## src/rtl/redmule_z_buffer_scheduler_pkg.sv

```systemverilog
// Shared types for the Z/Y buffer scheduler: scheduler state and the buffer
// control/flag bundles it drives and consumes.
package redmule_z_buffer_scheduler_pkg;

  localparam int unsigned ARRAY_WIDTH  = 4;
  localparam int unsigned ARRAY_HEIGHT = 8;

  typedef enum logic [2:0] {
    Z_IDLE  = 3'd0,
    Z_CLEAR = 3'd1,
    Z_LOAD  = 3'd2,
    Z_PUSH  = 3'd3,
    Z_FILL  = 3'd4,
    Z_STORE = 3'd5,
    Z_DONE  = 3'd6
  } z_sched_state_e;

  typedef struct packed {
    logic [$clog2(ARRAY_HEIGHT):0] cols_lftovr;
    logic [$clog2(ARRAY_WIDTH):0]  rows_lftovr;
    logic                          load;
    logic                          y_valid;
    logic                          y_push_enable;
    logic                          fill;
    logic                          store;
    logic                          ready;
    logic                          buffer_clk_en;
  } z_buffer_ctrl_t;

  typedef struct packed {
    logic full;
    logic empty;
    logic loaded;
    logic y_pushed;
  } z_buffer_flgs_t;

endpackage

```

## src/rtl/redmule_z_buffer_scheduler.sv

```systemverilog
// Walks one Z/Y buffer through CLEAR, optional Y load/push, engine fill and
// Z store for every tile of a job; sole driver of the buffer controls.
module redmule_z_buffer_scheduler
  import redmule_z_buffer_scheduler_pkg::*;
#(
  parameter int unsigned W      = ARRAY_WIDTH,
  parameter int unsigned D      = ARRAY_HEIGHT,
  parameter int unsigned TILE_W = 16
) (
  input  logic                 clk_i,
  input  logic                 rst_i,
  input  logic                 start_i,
  input  logic [TILE_W-1:0]    n_tiles_i,
  input  logic                 y_bias_i,
  input  logic [$clog2(W):0]   rows_lftovr_i,
  input  logic [$clog2(D):0]   cols_lftovr_i,
  input  logic                 y_valid_i,
  output logic                 y_ready_o,
  input  logic                 eng_valid_i,
  input  logic                 eng_en_i,
  output logic                 z_valid_o,
  input  logic                 z_ready_i,
  input  z_buffer_flgs_t       flags_i,
  output z_buffer_ctrl_t       ctrl_o,
  output logic                 clear_o,
  output logic                 reg_enable_o,
  output logic                 busy_o,
  output logic                 done_o
);

  z_sched_state_e      state_q, state_d;
  logic [TILE_W-1:0]   tile_cnt_q, tile_cnt_d;
  logic [TILE_W-1:0]   last_tile_q, last_tile_d;
  logic                y_bias_q, y_bias_d;
  logic [$clog2(W):0]  rows_q, rows_d;
  logic [$clog2(D):0]  cols_q, cols_d;
  logic                is_last_s;

  // State, tile counter and job configuration registers.
  always_ff @(posedge clk_i or posedge rst_i) begin
    if (rst_i) begin
      state_q     <= Z_IDLE;
      tile_cnt_q  <= '0;
      last_tile_q <= '0;
      y_bias_q    <= 1'b0;
      rows_q      <= '0;
      cols_q      <= '0;
    end else begin
      state_q     <= state_d;
      tile_cnt_q  <= tile_cnt_d;
      last_tile_q <= last_tile_d;
      y_bias_q    <= y_bias_d;
      rows_q      <= rows_d;
      cols_q      <= cols_d;
    end
  end

  // Next-state decode and buffer control outputs.
  always_comb begin
    state_d      = state_q;
    tile_cnt_d   = tile_cnt_q;
    last_tile_d  = last_tile_q;
    y_bias_d     = y_bias_q;
    rows_d       = rows_q;
    cols_d       = cols_q;
    ctrl_o       = '0;
    clear_o      = 1'b0;
    reg_enable_o = 1'b0;
    y_ready_o    = 1'b0;
    z_valid_o    = 1'b0;
    done_o       = 1'b0;
    busy_o       = (state_q != Z_IDLE);
    is_last_s    = (tile_cnt_q == last_tile_q);

    // Leftover geometry only applies to the final tile; earlier tiles are full.
    if (state_q != Z_IDLE) begin
      ctrl_o.buffer_clk_en = 1'b1;
      if (is_last_s) begin
        ctrl_o.rows_lftovr = rows_q;
        ctrl_o.cols_lftovr = cols_q;
      end else begin
        ctrl_o.rows_lftovr = '0;
        ctrl_o.cols_lftovr = '0;
      end
    end else begin
      ctrl_o.buffer_clk_en = 1'b0;
    end

    case (state_q)
      Z_IDLE: begin
        if (start_i) begin
          state_d     = Z_CLEAR;
          tile_cnt_d  = '0;
          last_tile_d = (n_tiles_i == '0) ? '0 : n_tiles_i - TILE_W'(1);
          y_bias_d    = y_bias_i;
          rows_d      = rows_lftovr_i;
          cols_d      = cols_lftovr_i;
        end else begin
          state_d = Z_IDLE;
        end
      end
      Z_CLEAR: begin
        clear_o = 1'b1;
        state_d = y_bias_q ? Z_LOAD : Z_FILL;
      end
      Z_LOAD: begin
        ctrl_o.load    = 1'b1;
        ctrl_o.y_valid = y_valid_i;
        y_ready_o      = 1'b1;
        if (flags_i.loaded) begin
          state_d = Z_PUSH;
        end else begin
          state_d = Z_LOAD;
        end
      end
      Z_PUSH: begin
        ctrl_o.y_push_enable = 1'b1;
        reg_enable_o         = eng_en_i;
        if (flags_i.y_pushed) begin
          state_d = Z_FILL;
        end else begin
          state_d = Z_PUSH;
        end
      end
      Z_FILL: begin
        ctrl_o.fill  = eng_valid_i;
        reg_enable_o = eng_valid_i;
        if (flags_i.full) begin
          state_d = Z_STORE;
        end else begin
          state_d = Z_FILL;
        end
      end
      Z_STORE: begin
        z_valid_o    = 1'b1;
        ctrl_o.store = z_ready_i;
        ctrl_o.ready = z_ready_i;
        if (flags_i.empty) begin
          tile_cnt_d = tile_cnt_q + TILE_W'(1);
          state_d    = is_last_s ? Z_DONE : Z_CLEAR;
        end else begin
          state_d = Z_STORE;
        end
      end
      Z_DONE: begin
        done_o  = 1'b1;
        state_d = Z_IDLE;
      end
      default: begin
        state_d = Z_IDLE;
      end
    endcase
  end

endmodule

```

## config.mk

```make
export PLATFORM = sky130hd
export DESIGN_NAME = redmule_z_buffer_scheduler
export DESIGN_NICKNAME = d
export VERILOG_FILES = /design/src/rtl/redmule_z_buffer_scheduler_pkg.sv /design/src/rtl/redmule_z_buffer_scheduler.sv
export SDC_FILE = /design/constraint.sdc
export NUM_CORES = 1
export LEC_CHECK = 0
export BUFFER_PORTS_ARGS = -buffer_cell sky130_fd_sc_hd__clkbuf_2
export CAP_MARGIN = 20
export CORE_MARGIN = 2
export CORE_UTILIZATION = 50
export CTS_BUF_LIST = sky130_fd_sc_hd__clkbuf_2 sky130_fd_sc_hd__clkbuf_4 sky130_fd_sc_hd__clkbuf_8
export CTS_CLUSTER_DIAMETER = 150
export DETAILED_ROUTE_END_ITERATION = 7
export GPL_ROUTABILITY_DRIVEN = 1
export HOLD_SLACK_MARGIN = 0.02
export PLACE_DENSITY = 0.74
export SETUP_SLACK_MARGIN = 0.2
export SYNTH_ARGS = -nofsm -noshare
export SYNTH_HDL_FRONTEND = slang
export SYNTH_SLANG_ARGS = --single-unit
export TNS_END_PERCENT = 5
```

## constraint.sdc

```tcl
create_clock -name clk_i -period 3.16 [get_ports clk_i]
set_clock_uncertainty 0.1 [all_clocks]
set_input_delay 0.632 -clock clk_i [delete_from_list [all_inputs] [get_ports clk_i]]
set_output_delay 0.632 -clock clk_i [all_outputs]
set_load 0.01 [all_outputs]
```

Yosys cells after proc, flatten, opt, wreduce, memory -nomap -nowiden
Cells that the tools add are included.

cells by class
  add/sub/neg operators = 2
  equality and inequality tests = 9
  muxes and demuxes = 24
  reduce and logical (&&, ||, !) cells = 6

operators with widths
  kind                                                  count
  two-way mux 16 bit                                    3
  one-hot mux 16 bit (2 select lines)                   1
  one-hot mux 3 bit (6 select lines)                    1
  adder 16 x 1 -> 16 bit (second input constant)        1
  equality test 16 bit                                  1
  logical NOT 16 bit                                    1
  subtractor 16 x 1 -> 16 bit (second input constant)   1
  two-way mux 7 bit                                     2
  two-way mux 3 bit                                     4
  two-way mux 1 bit                                     10
  equality test 3 bit (second input constant)           3
  equality test 3 x 2 -> 1 bit (second input constant)  2
  two-way mux 2 bit                                     2
  != test 2 bit (second input constant)                 2
  equality test 3 x 1 -> 1 bit (second input constant)  1
  logical NOT 3 bit                                     1
  AND reduction 3 bit                                   1
  nonzero test 3 bit                                    1
  one-hot mux 1 bit (2 select lines)                    1
  AND reduction 2 bit                                   1
  nonzero test 2 bit                                    1

word-level totals
  register bits = 43
  bits of input ports = 35
  output and inout bits = 20
  logic and storage cells = 47

Logic depth before layout (Yosys ltp)
Gate-level depths: netlist of run 1.

  word-level depth = 4
  depth in mapped cells = 7
  mapped depth without buffers = 7

Worst setup path after synthesis of run 1
Ideal clock, no wire load.

  path type = register to output
  start point = reg state_q[1]
  end point = out ctrl_o[5] (netlist bit)
  arrival time = 1.447 ns
  data required time = 2.428 ns
  path slack = 0.981 ns
  stages on the path, launching flop included = 4
  path buffers = 1
  cell sequence = dfrtp_1 -> clkbuf_1 -> nor3b_1 -> and2_1

RTL lines
  what                      line                              source
  start: declaration        redmule_z_buffer_scheduler.sv:31  z_sched_state_e state_q, state_d;
  start signal: assignment  redmule_z_buffer_scheduler.sv:49  state_q <= state_d;
  end: declaration          redmule_z_buffer_scheduler.sv:24  output z_buffer_ctrl_t ctrl_o,

==> flow_metrics.py, run 1 <==
metrics = {
    "clock_tree": {
        "cts_setup_buffers": 0,
        "clk_latency_ps": 290,
        "holdBufCountCts": 0,
        "cts_buffers": 5,
        "clk_pin_slew_ps": 80,
        "root_buffer": "clkbuf_8",
        "cts.repair.resized": 0,
        "clk_path_buf_depth": 2,
        "cts_tree": "done",
        "clock-sinks": 43,
        "cts_htree_levels": 2,
    },
    "power_and_ir_drop": {
        "p_sw_share_pct": 35.3,
        "leakagePower_nw": 1.49,
        "p_seq_share_pct": 43.2,
        "powerDensity_mw_per_mm2": 687,
        "clock_power_share_pct": 24.5,
        "comb_power_share_pct": 32.3,
        "peakVddDrop_v": 0.000323,
        "power_switching_mw": 0.733,
        "p_int_mw": 1.34,
    },
    "timing": {
        "whs_ps": 346,
        "fmax_mhz": 359,
        "tns_ps": 0,
        "slew_headroom_pct": 60.5,
        "rsz0062_at_grt": "false",
        "slew_violations": 0,
        "final.min_clock_period_ps": 2790,
        "setup_violations": 0,
        "finalCritPeriodShare_pct": 88.1,
        "hold_viol_final": 0,
        "worst_pin_slew_ps": 593,
    },
    "detailed_routing": {
        "topRoutingLayerUsed": "met4",
        "drt-initial-drc-count": 136,
        "drt-met1-wl_mm": 2.48,
        "first_pass_iters": 4,
        "drtAntennaViolNets": 0,
        "wl_met2_mm": 2.30,
        "vias": 2029,
        "wl_per_cell_um": 12.8,
        "met3_length_um": 304,
        "drc": 0,
        "detail_route.vias_per_cell": 5.03,
        "wl_mm": 5.14,
    },
    "cells_and_area": {
        "nets": 370,
        "antenna_cells": 0,
        "fin_cells": 403,
        "final_cell_area_mm2": 0.00303,
        "syn_to_final_growth_pct": 18.0,
        "drive_above_1_share_pct": 23.1,
    },
    "logic_synthesis": {
        "synth-async-reset-ratio_pct": 100,
        "synth_area_leaders": "dfrtp_1 42%, xor2_1 11%, nand2_1 8.3%, o31ai_1 3.2%, xnor2_1 2.7%",
        "synth_nets": 320,
        "syn-instance-count": 282,
        "synth_edf_count": 0,
        "ys_types": 41,
        "synth_seq_cells": 43,
        "yosysMostFrequentCell": "nand2_1",
        "synth-main-ff-cell": "dfrtp_1",
        "synth.avg_cell_area_um2": 9.09,
        "synth_area_mm2": 0.00256,
        "ys_seq_area_share_pct": 42.0,
        "synth_top_area_cell": "dfrtp_1",
        "synth_top_area_share_pct": 42.0,
        "netlist_top_cells_count": "57 x nand2_1, 43 x dfrtp_1, 32 x xor2_1, 18 x nor2_1, 11 x o31ai_1",
        "yosysWarnings": 0,
    },
    "floorplan": {
        "start_util_pct": 50.8,
        "die_width_um": 75.6,
        "die_height_um": 75.6,
        "ios": 55,
        "core_mm2": 0.00504,
        "rows": 26,
        "dieArea_mm2": 0.00572,
    },
    "worst_setup_path": {
        "worstRegToRegCells": 5,
        "startpoint_type": "flop",
        "worstPathArrival_ps": 2050,
        "worstSetupPathType": "flop to output pin",
        "cp_max_fo": 7,
        "required_ps": 2430,
        "r2r-start": "state_q[0]$_DFF_PP0_",
        "worstSetupEndpointType": "output pin",
        "worstSetupStartpoint": "tile_cnt_q[6]$_DFFE_PP0P_",
    },
    "global_routing": {
        "grt_pass1_wl_mm": 8.22,
        "grt_pass1_vias": 1801,
        "grt_max_degree": 44,
        "globalRouteTotalUtil_pct": 19.2,
        "antenna_found_initial": 0,
        "gr-total-overflow": 0,
    },
    "worst_hold_path": {
        "hold_path_class": "primary input to asynchronous set/reset pin",
    },
    "place": {
        "gp_congestion": 0.866,
        "dp_hpwl_mm": 3.86,
        "dp_cells": 395,
        "place_area_mm2": 0.00288,
        "io_buffers": 54,
    },
    "outcome": {
        "status": "finished clean",
    },
    "run": {
        "cap_violations": 0,
    },
}
==> area by class of cell <==
cell class	count	area (um^2)
Timing Repair Buffer	57	293
Tap cell	70	87.6
Multi-Input combinational cell	218	1410
Fill cell	440	2020
Sequential cell	43	1080
Clock inverter	2	60.1
Clock buffer	6	76.3
Inverter	7	26.3
==> layer usage <==
metal	GRT usage, %	vias to the layer above
met5	0	-
met4	5.46	0
met3	4.63	6
met2	30.8	58
met1	26.2	908
li1	-	1057
==> power groups by stage <==
stage,sequential [mW],clock [mW],combinational [mW]
after CTS,0.898,0.518,0.674
after global routing,0.928,0.547,0.756
final,0.898,0.508,0.670
after floorplan,0.838,0,0.546
after detailed placement,0.909,0,0.673
after global placement,0.901,0,0.660
==> cell families (layout without fill, tap and decap cells) <==
logic type	count (synthesis)	count (layout)	synth area share, %
simple gates	136	136	27.8
mux	1	1	0.390
compound gates	38	38	11.0
flops	43	43	42.0
fa+ha+maj	3	3	1.46
xor+xnor	40	40	13.7
buf+inv	21	72	3.66
==> metrics by stage <==
stage | util (%) | worst slack [ps] | total power [mW]
5_1_grt | 60.0 | 226 | 2.23
3_3_place_gp | 57.1 | 575 | 1.56
6_report | 60.0 | 375 | 2.08
2_1_floorplan | - | 981 | 1.38
3_5_place_dp | 57.1 | 596 | 1.58
4_1_cts | 59.9 | 263 | 2.09
==> worst max-delay path, cell delays in order (launching register included) <==
cell and delay, ps:
dfrtp_1 450, xor2_1 180, nor4_1 340, nand4_1 290, nor2b_4 230, and2_1 140
clkbuf_2 120
==> placed cells by master (no fill, tap or decap), drive strengths merged, types with 2 or more instances in the layout <==
cell type	n
a22oi	2
nand2b	3
bufinv	2
a21oi	3
xor2	32
a21o	3
or3	5
and3	4
nor2b	5
and4	2
o31ai	11
clkbuf	60
inv	7
and2	10
nand3	10
dfrtp	43
nor3b	3
nand2	57
nor3	3
nand4	3
a2111oi	2
xnor2	8
nor2	18
nor4	8
buf	3
o21ai	15
ha	3
==> registers in the layout, indices dropped and copies added (netlist names) <==
name,count
last_tile_q,16
tile_cnt_q,16
cols_q,4
rows_q,3
state_q,3
y_bias_q,1
==> worst paths after layout <==
path,to,slack (ps)
max,ctrl_o[7],370
min,y_bias_q$_DFFE_PP0P_,350
max reg2reg,tile_cnt_q[3]$_DFFE_PP0P_,1000
min reg2reg,cols_q[0]$_DFFE_PP0P_,370
max in group asynchronous,tile_cnt_q[1]$_DFFE_PP0P_,2260
min in group clk_i,cols_q[0]$_DFFE_PP0P_,370
Power figures use the tool's default switching activity.
==> run 2, diff against run 1 <==
--- a/config.mk
+++ b/config.mk
@@ -14,7 +14,7 @@
 export DETAILED_ROUTE_END_ITERATION = 7
 export GPL_ROUTABILITY_DRIVEN = 1
 export HOLD_SLACK_MARGIN = 0.02
-export PLACE_DENSITY = 0.74
+export PLACE_DENSITY = 0.77
 export SETUP_SLACK_MARGIN = 0.2
 export SYNTH_ARGS = -nofsm -noshare
 export SYNTH_HDL_FRONTEND = slang
==> constraint.sdc (replaced) <==
create_clock -name clk_i -period 2.4 [get_ports clk_i]
set_clock_uncertainty 0.1 [all_clocks]
set_input_delay 0.48 -clock clk_i [delete_from_list [all_inputs] [get_ports clk_i]]
set_output_delay 0.48 -clock clk_i [all_outputs]
set_load 0.01 [all_outputs]
==> flow_metrics.py, run 2 (synthesis gave the netlist of run 1 again) <==
metrics = {
    "outcome": {
        "status": "complete, but fails checks",
        "violations": "setup timing",
    },
    "floorplan": {
        "dieArea_mm2": 0.00572,
        "ios": 55,
        "core_mm2": 0.00504,
        "die_width_um": 75.6,
        "rows": 26,
        "start_util_pct": 50.8,
        "die_height_um": 75.6,
    },
    "place": {
        "io_buffers": 54,
        "dp_cells": 405,
        "dp_hpwl_mm": 4.04,
        "pre_cts_ws_ps": -13.7,
        "gp_congestion": 0.817,
    },
    "worst_setup_path": {
        "worstSetupStartpoint": "last_tile_q[14]$_DFFE_PP0P_",
        "worstReg2RegEnd": "tile_cnt_q[3]$_DFFE_PP0P_",
        "crit_family": "simple AND/OR/NAND/NOR gates",
        "max_stage_delay_ps": 400,
        "r2r_setup_slack_ps": 330,
        "startpoint_type": "flop",
        "worstSetupPathType": "flop to output pin",
        "worstRegToRegCells": 5,
        "r2r-start": "state_q[2]$_DFF_PP0_",
        "required_ps": 1820,
        "crit_chain": "xor2_1, nor4_2, nand4_1, nor2b_4, and2_1, clkbuf_2",
        "slowest_stage": "dfrtp_1",
        "crit_end": "ctrl_o[8]",
        "worstSetupEndpointType": "output pin",
        "cp_max_fo": 7,
        "cp.depth": 6,
        "worstPathArrival_ps": 1910,
        "crit_buf_inv": 1,
    },
    "cells_and_area": {
        "top_regs": "last_tile_q x16, tile_cnt_q x16, cols_q x4",
        "syn_to_final_growth_pct": 23.1,
        "drive_above_1_share_pct": 28.9,
        "final_common_cell": "nand2_1",
        "antenna_cells": 0,
        "fin_cells": 420,
        "regArea_mm2": 0.00108,
        "final_cell_mix": "57 x nand2_1, 52 x clkbuf_2, 40 x dfrtp_1",
        "num-fill-cells": 444,
        "nets": 387,
        "multi_input_area_mm2": 0.00143,
    },
    "global_routing": {
        "globalRouteTotalUtil_pct": 21.4,
        "grt_pass1_wl_mm": 9.25,
        "antenna_found_initial": 0,
        "grt_pass1_vias": 2063,
        "grt_max_degree": 44,
        "gr-total-overflow": 0,
    },
    "worst_hold_path": {
        "hold_path_class": "primary input to asynchronous set/reset pin",
    },
    "power_and_ir_drop": {
        "powerDensity_mw_per_mm2": 864,
        "leakagePower_nw": 1.57,
        "peakVddDrop_v": 0.000350,
    },
    "clock_tree": {
        "cts_htree_levels": 2,
        "holdBufCountCts": 0,
        "clk_path_buf_depth": 2,
        "clk_pin_slew_ps": 80,
        "cts_buffers": 5,
        "clock-sinks": 43,
        "root_buffer": "clkbuf_8",
        "cts_tree": "done",
        "clk_latency_ps": 300,
    },
    "detailed_routing": {
        "drt-initial-drc-count": 95,
        "drtAntennaViolNets": 0,
        "drc": 0,
        "detail_route.vias_per_cell": 5.18,
        "vias": 2176,
        "wl_per_cell_um": 13.2,
        "first_pass_iters": 4,
        "wl_mm": 5.54,
    },
    "timing": {
        "setup_violations": 7,
        "slew_violations": 0,
        "whs_ps": 186,
        "hold_viol_final": 0,
        "fmax_mhz": 401,
        "rsz0062_at_grt": "true",
        "worst_pin_slew_ps": 533,
        "setup_ws_ps": -91.8,
        "final.min_clock_period_ps": 2490,
        "finalCritPeriodShare_pct": 104,
        "slew_headroom_pct": 64.5,
    },
    "run": {
        "cap_violations": 0,
    },
}
[run 2: cell count changes in the layout (fill, tap and decap cells not counted), moves of 2 or more]
| cell | change |
|---|---|
| buf_2 | +2 |
| buf_4 | +17 |
| dfrtp_1 | -3 |
| dfrtp_2 | +3 |
| clkbuf_2 | -2 |
| nor4_1 | -2 |
| nor4_2 | +2 |
[run 2: final cells by class]
cell class / instances / share of cell area (%)
Tap cell: 70 / 2.77
Clock buffer: 6 / 2.62
Inverter: 7 / 0.832
Clock inverter: 2 / 1.11
Sequential cell: 43 / 34.2
Multi-Input combinational cell: 218 / 45.1
Timing Repair Buffer: 74 / 13.3
[run 2: timing repair]
item,CTS,global route
setup endpoints to repair,8,18
gates cloned,0,0
pin swaps,8,3
buffers inserted,5,2
resized for setup,5,6
[run 2: through the flow]
stage          setup TNS (ps)  total power, mW  cell area [um^2]  utilization (%)
2_1_floorplan               0             1.82              2560                -
3_3_place_gp            -37.8             2.08              2960             58.6
3_5_place_dp            -46.5             2.12              2960             58.6
4_1_cts                  -600             2.72              3130             62.0
5_1_grt                 -1530             2.93              3160             62.6
6_report                 -628             2.73              3160             62.6
[run 2: tightest hold or removal path, stage by stage]
cell and delay [ps]:
clkbuf_2 80, inv_1 40, buf_4 440
[run 2: power breakdown]
part	total, mW	internal [mW]	switching [mW]
Sequential	1.17	0.958	0.213
Clock	0.588	0.337	0.251
Combinational	0.968	0.431	0.538
[run 2: layer usage]
layer	vias up	GRT usage [%]	wire length, um
li1	1098	-	-
met1	1017	26.4	2550
met5	-	0	0
met3	6	3.97	243
met4	0	5.26	54
met2	55	38.7	2690
[run 2: worst min-delay path by stage]
stage                                  endpoint  slack [ps]
after floorplan           cols_q[0]$_DFFE_PP0P_         340
after global placement    rows_q[1]$_DFFE_PP0P_         350
after detailed placement  cols_q[3]$_DFFE_PP0P_         360
after CTS                 rows_q[1]$_DFFE_PP0P_         210
after global routing      cols_q[3]$_DFFE_PP0P_         260
final                     rows_q[0]$_DFFE_PP0P_         190
==> run 3, diff against run 2 <==
==> constraint.sdc (replaced) <==
create_clock -name clk_i -period 2.4 [get_ports clk_i]
set_clock_uncertainty 0.1 [all_clocks]
set_input_delay 0.48 -clock clk_i [delete_from_list [all_inputs] [get_ports clk_i]]
set_output_delay 0.48 -clock clk_i [all_outputs]
set_load 0.005 [all_outputs]
==> flow_metrics.py, run 3 (synthesis gave the netlist of run 1 again) <==
metrics = {
    "outcome": {
        "status": "complete, but fails checks",
        "violations": "setup timing",
    },
    "power_and_ir_drop": {
        "p_total_mw": 2.55,
        "leakagePower_nw": 1.52,
        "peakVddDrop_v": 0.000343,
        "powerDensity_mw_per_mm2": 829,
    },
    "timing": {
        "slew_headroom_pct": 64.8,
        "final.min_clock_period_ps": 2530,
        "hold_viol_final": 0,
        "worst_pin_slew_ps": 528,
        "setup_ws_ps": -134,
        "setup_violations": 7,
        "fmax_mhz": 395,
        "finalCritPeriodShare_pct": 106,
        "slew_violations": 0,
        "rsz0062_at_grt": "true",
        "whs_ps": 182,
    },
    "worst_setup_path": {
        "worstSetupEndpointType": "output pin",
        "worstSetupPathType": "flop to output pin",
        "cp_max_fo": 7,
        "required_ps": 1820,
        "startpoint_type": "flop",
        "worstPathArrival_ps": 1950,
    },
    "place": {
        "dp_cells": 402,
        "io_buffers": 54,
        "dp_hpwl_mm": 4.04,
        "gp_congestion": 0.836,
        "pre_cts_ws_ps": -12.3,
    },
    "floorplan": {
        "core_mm2": 0.00504,
        "dieArea_mm2": 0.00572,
        "ios": 55,
        "start_util_pct": 50.8,
        "rows": 26,
        "die_height_um": 75.6,
        "die_width_um": 75.6,
    },
    "global_routing": {
        "grtUsageMet2_pct": 35.7,
        "globalRouteTotalUtil_pct": 20.9,
        "gr-total-overflow": 0,
        "grt_max_degree": 44,
        "grt_pass1_vias": 1966,
        "busiest_layer": "met2",
        "antenna_found_initial": 0,
        "grt_util_met3_pct": 3.70,
        "met1_usage_pct": 27.5,
        "grt_pass1_wl_mm": 9.07,
    },
    "detailed_routing": {
        "drtAntennaViolNets": 0,
        "detail_route.vias_per_cell": 5.04,
        "drc": 0,
        "wl_mm": 5.39,
        "vias": 2088,
        "wl_per_cell_um": 13.0,
        "first_pass_iters": 4,
        "drt-initial-drc-count": 178,
    },
    "clock_tree": {
        "clk_path_buf_depth": 2,
        "root_buffer": "clkbuf_8",
        "cts_buffers": 5,
        "clk_pin_slew_ps": 80,
        "clk_latency_ps": 300,
        "clock-sinks": 43,
        "cts_tree": "done",
        "cts_htree_levels": 2,
    },
    "worst_hold_path": {
        "hold_path_class": "primary input to asynchronous set/reset pin",
    },
    "cells_and_area": {
        "fin_cells": 414,
        "nets": 381,
        "antenna_cells": 0,
        "num-fill-cells": 441,
        "final_common_cell": "nand2_1",
        "syn_to_final_growth_pct": 20.0,
        "top_regs": "last_tile_q x16, tile_cnt_q x16, cols_q x4",
        "final_cell_mix": "57 x nand2_1, 53 x clkbuf_2, 41 x dfrtp_1",
        "drive_above_1_share_pct": 27.0,
    },
    "run": {
        "cap_violations": 0,
    },
}
==> run 3: timing repair <==
action	4_1_cts	5_1_grt
pin swaps	7	4
cloned	0	0
hold buffers	0	0
gates resized for setup	3	5
setup buffers	0	4
endpoints found under the setup margin	7	13
==> run 3: cell type report <==
| cell class | count | area [um^2] | area share (%) |
|---|---|---|---|
| clock buffer | 6 | 76.3 | 2.48 |
| multi-input combinational | 218 | 1420 | 46.1 |
| inverter | 7 | 26.3 | 0.854 |
| sequential | 43 | 1080 | 35.1 |
| timing repair buffer | 68 | 375 | 12.2 |
| tap | 70 | 87.6 | 2.85 |
| clock inverter | 2 | 12.5 | 0.407 |
==> run 3: metrics by stage <==
| step | util, % | TNS (ps) | instance area (um^2) |
|---|---|---|---|
| finish | 61.0 | -900 | 3080 |
| global route | 61.0 | -1570 | 3080 |
| CTS | 60.1 | -1060 | 3030 |
| detailed placement | 58.2 | -35.5 | 2930 |
| global placement | 58.2 | 0 | 2930 |
| floorplan | - | 0 | 2560 |
==> run 3: worst paths after layout <==
kind | startpoint | to | slack, ps | cells past startpoint
min | rst_i | cols_q[1]$_DFFE_PP0P_ | 180 | 3
min reg2reg | cols_q[0]$_DFFE_PP0P_ | cols_q[0]$_DFFE_PP0P_ | 380 | 2
max reg2reg | state_q[2]$_DFF_PP0_ | tile_cnt_q[3]$_DFFE_PP0P_ | 330 | 5
max | tile_cnt_q[6]$_DFFE_PP0P_ | ctrl_o[8] | -130 | 6
min in group clk_i | rows_lftovr_i[1] | rows_q[1]$_DFFE_PP0P_ | 270 | 3
max in group asynchronous | rst_i | tile_cnt_q[6]$_DFFE_PP0P_ | 1630 | 3
==> run 3: layer usage <==
metal / part of all wire, % / up-vias
met2: 47 / 70
met1: 46 / 936
met4: 1.6 / 0
met3: 5.3 / 10
li1: - / 1072
met5: 0 / -
==> run 3: power breakdown <==
group	leakage [nW]	switching (mW)	internal [mW]
registers	0.551	0.195	0.955
clock network	0.0446	0.258	0.215
logic	0.927	0.516	0.410
total	1.52	0.970	1.58
==> run 3: critical path, stage by stage (launching register included) <==
cell and delay (ps):
dfrtp_2 440, xor2_1 180, nor4_2 290, nand4_1 280, nor2b_4 220, and2_1 140, clkbuf_2 100
